===== src/rtl/alu_pkg.sv =====
// rtl/alu_pkg.sv - shared ALU select codes, flag positions and sequencer states
package alu_pkg;

    typedef enum logic [3:0] {
        OP_MOV = 4'd0,
        OP_CMP = 4'd1,
        OP_ADD = 4'd2,
        OP_SUB = 4'd3,
        OP_MUL = 4'd4,
        OP_DIV = 4'd5,
        OP_XOR = 4'd6,
        OP_AND = 4'd7,
        OP_NOT = 4'd8,
        OP_SHL = 4'd9,
        OP_SHR = 4'd10
    } alu_op_e;

    localparam int unsigned ALU_OP_LAST = 10;
    localparam int unsigned FLAG_Z      = 0;
    localparam int unsigned FLAG_C      = 1;

    typedef enum logic [1:0] {
        IDLE  = 2'd0,
        ISSUE = 2'd1,
        WAIT  = 2'd2,
        WB    = 2'd3
    } seq_state_e;

    function automatic logic op_is_legal(input logic [3:0] code);
        return code <= 4'(ALU_OP_LAST);
    endfunction

endpackage


===== src/rtl/alu_op_sequencer_regfile.sv =====
// rtl/alu_op_sequencer_regfile.sv - 4xN register file, two operand reads, one debug read, one write
module seq_regfile #(
    parameter int N = 4
) (
    input  logic         clk,
    input  logic         rst_n,
    input  logic         we,
    input  logic [1:0]   waddr,
    input  logic [N-1:0] wdata,
    input  logic [1:0]   raddr_a,
    input  logic [1:0]   raddr_b,
    input  logic [1:0]   dbg_idx,
    output logic [N-1:0] rdata_a,
    output logic [N-1:0] rdata_b,
    output logic [N-1:0] dbg_data
);

    logic [N-1:0] regs [4];

    always_ff @(posedge clk or negedge rst_n) begin
        if (!rst_n) begin
            for (int i = 0; i < 4; i++) begin
                regs[i] <= '0;
            end
        end else if (we) begin
            regs[waddr] <= wdata;
        end
    end

    assign rdata_a  = regs[raddr_a];
    assign rdata_b  = regs[raddr_b];
    assign dbg_data = regs[dbg_idx];

endmodule


===== src/rtl/alu_op_sequencer.sv =====
// rtl/alu_op_sequencer.sv - issues one operation at a time to an external ALU and writes the result back
module alu_op_sequencer
    import alu_pkg::*;
#(
    parameter int N       = 4,
    parameter int ALU_LAT = 1
) (
    input  logic         clk,
    input  logic         rst_n,
    input  logic         op_valid,
    output logic         op_ready,
    input  logic [3:0]   op_code,
    input  logic [1:0]   op_rd,
    input  logic [1:0]   op_ra,
    input  logic [1:0]   op_rb,
    input  logic         op_imm_en,
    input  logic [N-1:0] op_imm,
    output logic [N-1:0] alu_a,
    output logic [N-1:0] alu_b,
    output logic [3:0]   alu_select,
    input  logic [N-1:0] alu_result,
    input  logic [1:0]   alu_flags,
    output logic [1:0]   flags_q,
    output logic         done,
    output logic         err,
    input  logic [1:0]   dbg_idx,
    output logic [N-1:0] dbg_data
);

    localparam logic [1:0] CNT_INIT = 2'(ALU_LAT - 1);

    seq_state_e   state;
    logic [1:0]   rd_q;
    logic         wr_q;
    logic         fail_q;
    logic [1:0]   cnt;
    logic [N-1:0] rdata_a;
    logic [N-1:0] rdata_b;
    logic [N-1:0] b_val;
    logic         reject;
    logic         rf_we;

    assign op_ready = (state == IDLE);
    assign b_val    = op_imm_en ? op_imm : rdata_b;
    // Illegal codes and divide-by-zero bypass the ALU entirely and retire with err.
    assign reject   = !op_is_legal(op_code) || (op_code == OP_DIV && b_val == '0);
    assign rf_we    = (state == WB) && !fail_q && wr_q;

    seq_regfile #(.N(N)) u_regfile (
        .clk      (clk),
        .rst_n    (rst_n),
        .we       (rf_we),
        .waddr    (rd_q),
        .wdata    (alu_result),
        .raddr_a  (op_ra),
        .raddr_b  (op_rb),
        .dbg_idx  (dbg_idx),
        .rdata_a  (rdata_a),
        .rdata_b  (rdata_b),
        .dbg_data (dbg_data)
    );

    always_ff @(posedge clk or negedge rst_n) begin
        if (!rst_n) begin
            state      <= IDLE;
            alu_a      <= '0;
            alu_b      <= '0;
            alu_select <= '0;
            rd_q       <= '0;
            wr_q       <= 1'b0;
            fail_q     <= 1'b0;
            cnt        <= '0;
            flags_q    <= '0;
            done       <= 1'b0;
            err        <= 1'b0;
        end else begin
            done <= 1'b0;
            err  <= 1'b0;
            case (state)
                IDLE: begin
                    if (op_valid) begin
                        rd_q <= op_rd;
                        wr_q <= (op_code != OP_CMP);
                        if (reject) begin
                            fail_q <= 1'b1;
                            state  <= WB;
                        end else begin
                            // Operands are presented from the accept edge so they are stable through ISSUE..WB.
                            fail_q     <= 1'b0;
                            alu_a      <= rdata_a;
                            alu_b      <= b_val;
                            alu_select <= op_code;
                            state      <= ISSUE;
                        end
                    end
                end
                ISSUE: begin
                    cnt   <= CNT_INIT;
                    state <= (ALU_LAT <= 1) ? WB : WAIT;
                end
                WAIT: begin
                    cnt <= cnt - 2'd1;
                    if (cnt == 2'd1) begin
                        state <= WB;
                    end
                end
                WB: begin
                    if (!fail_q) begin
                        flags_q <= alu_flags;
                    end
                    done  <= 1'b1;
                    err   <= fail_q;
                    state <= IDLE;
                end
                default: state <= IDLE;
            endcase
        end
    end

endmodule


===== config.mk =====
export PLATFORM = sky130hd
export DESIGN_NAME = alu_op_sequencer
export DESIGN_NICKNAME = d
export VERILOG_FILES = /design/src/rtl/alu_pkg.sv /design/src/rtl/alu_op_sequencer_regfile.sv /design/src/rtl/alu_op_sequencer.sv
export SDC_FILE = /design/constraint.sdc
export NUM_CORES = 1
export LEC_CHECK = 0
export CORE_MARGIN = 1
export CORE_UTILIZATION = 45
export DETAILED_ROUTE_END_ITERATION = 10
export PLACE_DENSITY_LB_ADDON = 0.15
export SLEW_MARGIN = 10
export SYNTH_ARGS = -nofsm -noshare
export SYNTH_HDL_FRONTEND = slang
export SYNTH_HIERARCHICAL = 1
export SYNTH_SLANG_ARGS = --single-unit

===== constraint.sdc =====
create_clock -name clk -period 2.1 [get_ports clk]
set_clock_uncertainty 0.05 [all_clocks]
set_input_delay 0.21 -clock clk [delete_from_list [all_inputs] [get_ports clk]]
set_output_delay 0.21 -clock clk [all_outputs]
set_load 0.02 [all_outputs]

==> results list <==
- The flow ran to the end, but the final reports show violations.
- The final reports fail on hold timing.
- The number of antenna violations at the first check in global routing was 0.
- Data arrival, critical path: 2190 ps
* End-of-flow core utilization: 64.10%
- Area share of and/or/nand/nor cells after synthesis: about 6.7%
- Worst-Skew Late Latency: 290 ps
* R2r endpoint: alu_a[2]
* XOR/XNOR Fraction of Synth Area: 0%
- For this run, design rule violations remaining after detail routing come to 0.
- Die footprint: 4840 um^2
- Across all hold checks on the routed design, the worst slack comes to -10.34 ps.
- After detailed routing, the number of vias per cell comes to 5.419.
* Slowest cell on the critical path: sky130_fd_sc_hd__mux4_2
- Highest-count cells in the layout ignoring fill and taps: 40 x sky130_fd_sc_hd__dfrtp_1, 40 x sky130_fd_sc_hd__clkdlybuf4s50_1, 16 x sky130_fd_sc_hd__mux2_2, 15 x sky130_fd_sc_hd__buf_4, 10 x sky130_fd_sc_hd__mux4_2
- Net switching is between 30% and 40% of the power.
- In the final routed layout, each cell accounts on average for between 15 and 20 um.
- Max clock buf depth: 2
- Routability-driven placement finished with a final weighted congestion of 0.7790.
* Fraction of power consumed by sequential logic: 36.2%
- After synthesis, the largest family of logic cells by area is multiplexers.
* Initial drt markers: 95
- Synthesis instantiated 34 different standard cells from the library.
- The critical path goes through mux4_2 > nor3_4 > o2111ai_2 > nand2b_4 > buf_12 > mux2_4.
- Internal power comes to about 2.6 mW.
- Worst slew margin relative to its limit: 40.41%
- The worst register-to-register path has a depth of 6.
- After synthesis, the mean cell area works out to roughly 15 um^2.
* Overall die height: 69.57 um
* Maximum fanout along the worst path: 7
- Clock-pin slew was measured on the worst setup and hold paths at ~80 ps.
- The layout has 324 filler cells.
* Post-route clock period utilization: 97.91%
- From synthesis to final layout, the design area changed by 36.78%.
- Syn Inst Count: 137
- Per report_power, the combinational group accounts for 50.5% of the total.
- Clock tree synthesis found a total of 40 sinks.
- In the final layout, the share of cells above drive strength 1 is 33.50%.
* Shortest clock period the worst path allows after layout: 2056 ps
- The number of global-route vias before repair was 1529.
- The routed layout has between 1000 and 1500 vias.
* Slew at the pin closest to its max-slew limit: between 800 and 900 ps
- Startpoint of the lowest-slack register-to-register path: u_regfile/regs[13]
- Setup repair after global routing missed its margin: yes
- CTS built an H-tree with a depth of 2.
- Summed instance area of the synthesized netlist: 2054 um^2
- Worst-case setup margin in the final layout: 43.90 ps
* Total nets after synthesis: around 170
- Worst Hold Class: in -> async
- Fraction of power consumed by the clock network: approximately 13%
- Crit Path Class: reg -> reg
- The analysis attributes to cell leakage a power of roughly 1.3 nW.
* Clock root buffer master: sky130_fd_sc_hd__clkbuf_8
- Final slew viol count: 0
- IO Port Bufs: 46
* Global route overflow: 0
* DPL Wire Length: 3417 um
* Portion of netlist area occupied by mux cells: 33.80%
- Compound-cell area share of the yosys netlist: between 5 and 6%
- Required time of the worst setup path: roughly 2200 ps
- Critical path's largest stage delay: 510 ps
- Sequential elements use 48.72% of the synthesized area.
- The worst setup path is captured at a flip-flop.
- For this run, the top clock speed supported by timing is 486.4 MHz.
- In the final design database the tool counted 236 nets.
* Number of failing setup endpoints in the final timing report: 0
* Worst R2R Setup Slack: 40 ps
- The count of nets left with antenna violations once routing finished came out at 0.
- The first detailed-routing pass ran for 4 iterations.
* Maximum vdd drop: ~0.71 mV
* Initial cell density of the core: between 40 and 50%
- Max-cap violations in this run came to 0.
- TritonCTS clock tree: built
- Number of hold violations in the final report: 16
- Count of antenna diodes in the layout: 0
* Yosys reg bits: 40
* Total clock buffers created by CTS: 5
* Placeable core area: 4384 um^2
* Pwr per Cell Area: 1410 nW/um^2
* Pin count of the biggest net entering global routing: 41
- Wires add up to 4476 um.
* Post-placement worst setup slack: -549.6 ps
* Core Rows: 24
* Post-synthesis share of cell area spent on full adders, half adders and majority gates: 3.045%
* Ys Warns: 6
- Global routing usage summed across all routing layers: 20.80%
- Number of synthesized flops with an enable pin: 0
- 47 I/O pins were placed.
- X dimension of the die: 69.57 um
* Wire length of the first global-routing pass: between 7000 and 8000 um
- Main synth FF type: sky130_fd_sc_hd__dfrtp_1
* Crit start category: flip-flop
- Post-synthesis async set-or-reset flop share: 100.0%
- Switching pwr: 1.383 mW
## cell families (layout without fill, tap and decap cells)
group | Yosys count | count (layout)
buffers and inverters | 8 | 77
adder cells (fa/ha/maj) | 5 | 5
AO/OA/AOI/OAI | 16 | 16
flip-flops | 40 | 40
AND/OR/NAND/NOR | 22 | 22
multiplexers | 46 | 46
## state kept, by name, summed over array words and instances (netlist names)
| register | cells |
|---|---|
| alu_b | 4 |
| alu_select | 4 |
| u_regfile/regs | 16 |
| err | 1 |
| wr_q | 1 |
| flags_q | 2 |
| state | 2 |
| done | 1 |
| fail_q | 1 |
| cnt | 2 |
| alu_a | 4 |
| rd_q | 2 |
## power groups by stage
stage / logic [mW] / registers [mW] / clock network, mW
finish: 2.00 / 1.43 / 0.529
global route: 2.17 / 1.48 / 0.587
floorplan: 0.960 / 1.56 / 0
detailed placement: 1.96 / 1.45 / 0
CTS: 1.95 / 1.44 / 0.549
global placement: 1.90 / 1.41 / 0
## Yosys cell counts (all sizes together) (2+ instances only)
| cell | n | area (um^2) |
|---|---|---|
| o21ai | 4 | 20.01 |
| inv | 6 | 22.52 |
| ha | 5 | 62.56 |
| a21o | 4 | 30.03 |
| nor3b | 2 | 31.28 |
| mux4 | 12 | 281.5 |
| nand3b | 2 | 15.01 |
| dfrtp | 40 | 1001 |
| buf | 2 | 22.52 |
| mux2i | 3 | 33.78 |
| nor2 | 5 | 18.77 |
| mux2 | 31 | 379.1 |
| nand2 | 5 | 18.77 |
| a21oi | 2 | 10.01 |
| nand3 | 2 | 10.01 |
## worst max-delay path, delay by kind of cell (launching register included)
| kind | cells | cell delay (ps) |
|---|---|---|
| DFF | 1 | 410 |
| buffers and inverters | 1 | 130 |
| AOI/OAI and AO/OA | 1 | 170 |
| muxes | 2 | 810 |
| and+or+nand+nor | 2 | 370 |
## final cells by class
class	instances	area [um^2]	share of cell area [%]
inverters	6	22.52	0.8014
well taps	52	65.06	2.315
clock inverters	1	7.507	0.2671
repair buffers	63	593.1	21.10
multi-input cells	89	1035	36.82
clock buffers	7	86.33	3.072
flip-flops and latches	40	1001	35.62
## metal layers
metal | routed length [um] | GRT usage, % | part of all wire (%) | vias up
met2 | 2148 | 33.55 | 48 | 44
met1 | 2022 | 26.88 | 45 | 695
met4 | 74 | 9.297 | 1.7 | 0
met5 | 0 | 0 | 0 | -
li1 | - | - | - | 652
met3 | 230 | 4.651 | 5.1 | 7
## through the flow
stage / total power, mW / instances / area (um^2) / setup TNS [ps]
6_report: 3.962 / 258 / 2810 / 0
5_1_grt: 4.233 / 258 / 2810 / -272.1
4_1_cts: 3.931 / 257 / 2778 / 0
3_5_place_dp: 3.411 / 249 / 2685 / -6697
3_3_place_gp: 3.318 / 249 / 2685 / -5576
2_1_floorplan: 2.521 / 137 / 2054 / 0
## worst max path at each step
stage / depth (start not counted) / end / slack [ps] / startpoint
5_1_grt: 6 / alu_a[2] / -50 / u_regfile/regs[13]
3_5_place_dp: 7 / alu_select[0] / -550 / op_rb[0]
3_3_place_gp: 7 / alu_a[3] / -460 / op_rb[0]
2_1_floorplan: 6 / alu_a[0] / 90 / u_regfile/regs[0]
4_1_cts: 6 / alu_a[3] / 30 / u_regfile/regs[11]
6_report: 6 / alu_a[2] / 40 / u_regfile/regs[13]
## timing repair
item | 4_1_cts | 5_1_grt
setup endpoints to repair | 15 | 11
hold buffers | 0 | 0
setup buffers | 0 | 1
pin swaps | 0 | 2
endpoints found under the hold margin | 0 | 0
resized for setup | 6 | 7
Note: power is estimated with default switching activity, not from simulation.
==> RTL edit, RTL diff (same flow settings) <==
`N` is set to 4 in 2 places; all go to 2.
--- a/src/rtl/alu_op_sequencer_regfile.sv
+++ b/src/rtl/alu_op_sequencer_regfile.sv
@@ -1,6 +1,6 @@
 // rtl/alu_op_sequencer_regfile.sv - 4xN register file, two operand reads, one debug read, one write
 module seq_regfile #(
-    parameter int N = 4
+    parameter int N = 2
 ) (
     input  logic         clk,
     input  logic         rst_n,
--- a/src/rtl/alu_op_sequencer.sv
+++ b/src/rtl/alu_op_sequencer.sv
@@ -2,7 +2,7 @@
 module alu_op_sequencer
     import alu_pkg::*;
 #(
-    parameter int N       = 4,
+    parameter int N       = 2,
     parameter int ALU_LAT = 1
 ) (
     input  logic         clk,
Ports: changed (5 resized); port bits go from 47 to 37. The function was not compared with the original's and may differ.
==> RTL edit against the unedited design <==
The flow finishes with violations (DRC); cell count is 31% lower; power is 39% lower; setup slack gained 100 ps; area after synthesis shrank 31%; non-clock buffer count fell by 22; die area fell by 31%; sequential power decreased by 31%; critical path type is now flop to output port; cell area down 34%; sequential cell count is 12 lower; routed wire length shrank 39%.
==> RTL edit: results <==
routing:
  routed_wl_mm: 2.75
  vias: 988
  drc: 2
clock_network:
  numCtsBuffers: 3
  cts_htree_levels: 1
cells_and_area:
  buffer_area_share_pct: 21.4
  n_fill_cell: 232
  multi_input_cells: 66
  drive_gt1_share_pct: 17.0
  seq_cells: 28
  inv_count: 9
timing:
  fin_hold_ws_ps: 197
pwr:
  leakage_nw: 0.822
  peakVddDrop_mv: 0.660
  p_switching_mw: 0.889
setup_path:
  cp_max_fo: 4
  reg2reg_slack_ps: 190
  worstPathArrival_ps: 1690
  cpLargestDelayFamily: "buffers and inverters"
synth:
  syn_nets: 130
  syn_avg_cell_area_um2: 13.7
  synth_compound_area_share_pct: 9.07
  synth_fa_ha_area_share_pct: 4.44
  seq_area_frac_synth_pct: 49.8
  ys_types: 29
  synth_common_cells: "28 x dfrtp_1, 10 x mux2_2, 9 x inv_1"
placement:
  place_inst: 175
  dpl_cell_area_um2: 1840
grt:
  grt_pass1_vias: 1077
  grt_pass1_wl_mm: 4.72
run_status:
  status: "complete, but fails checks"
  violations: "DRC"
==> RTL edit: changes by cell type after synthesis, moves of 2 or more <==
cell / before / now
a21o_1: 4 / 1
o22ai_1: 1 / 3
buf_6: 2 / 0
dfrtp_1: 40 / 28
mux2_2: 16 / 10
mux4_2: 9 / 0
mux2_4: 8 / 0
nor2_1: 5 / 3
mux4_1: 3 / 6
inv_1: 5 / 9
==> RTL edit: metal layers <==
| metal | GRT usage (%) | vias to the layer above | share of wire [%] | routed length (um) |
|---|---|---|---|---|
| li1 | - | 471 | - | - |
| met1 | 25.1 | 488 | 46 | 1260 |
| met2 | 31.0 | 27 | 49 | 1350 |
| met3 | 2.46 | 2 | 4.2 | 116 |
| met4 | 6.12 | 0 | 0.69 | 19 |
| met5 | 0 | - | 0 | 0 |
==> RTL edit: through the flow <==
step	worst slack, ps	utilization, %
global route	43.1	65.5
global placement	-101	64.6
finish	147	65.5
floorplan	215	-
CTS	0.317	65.4
detailed placement	-137	64.6
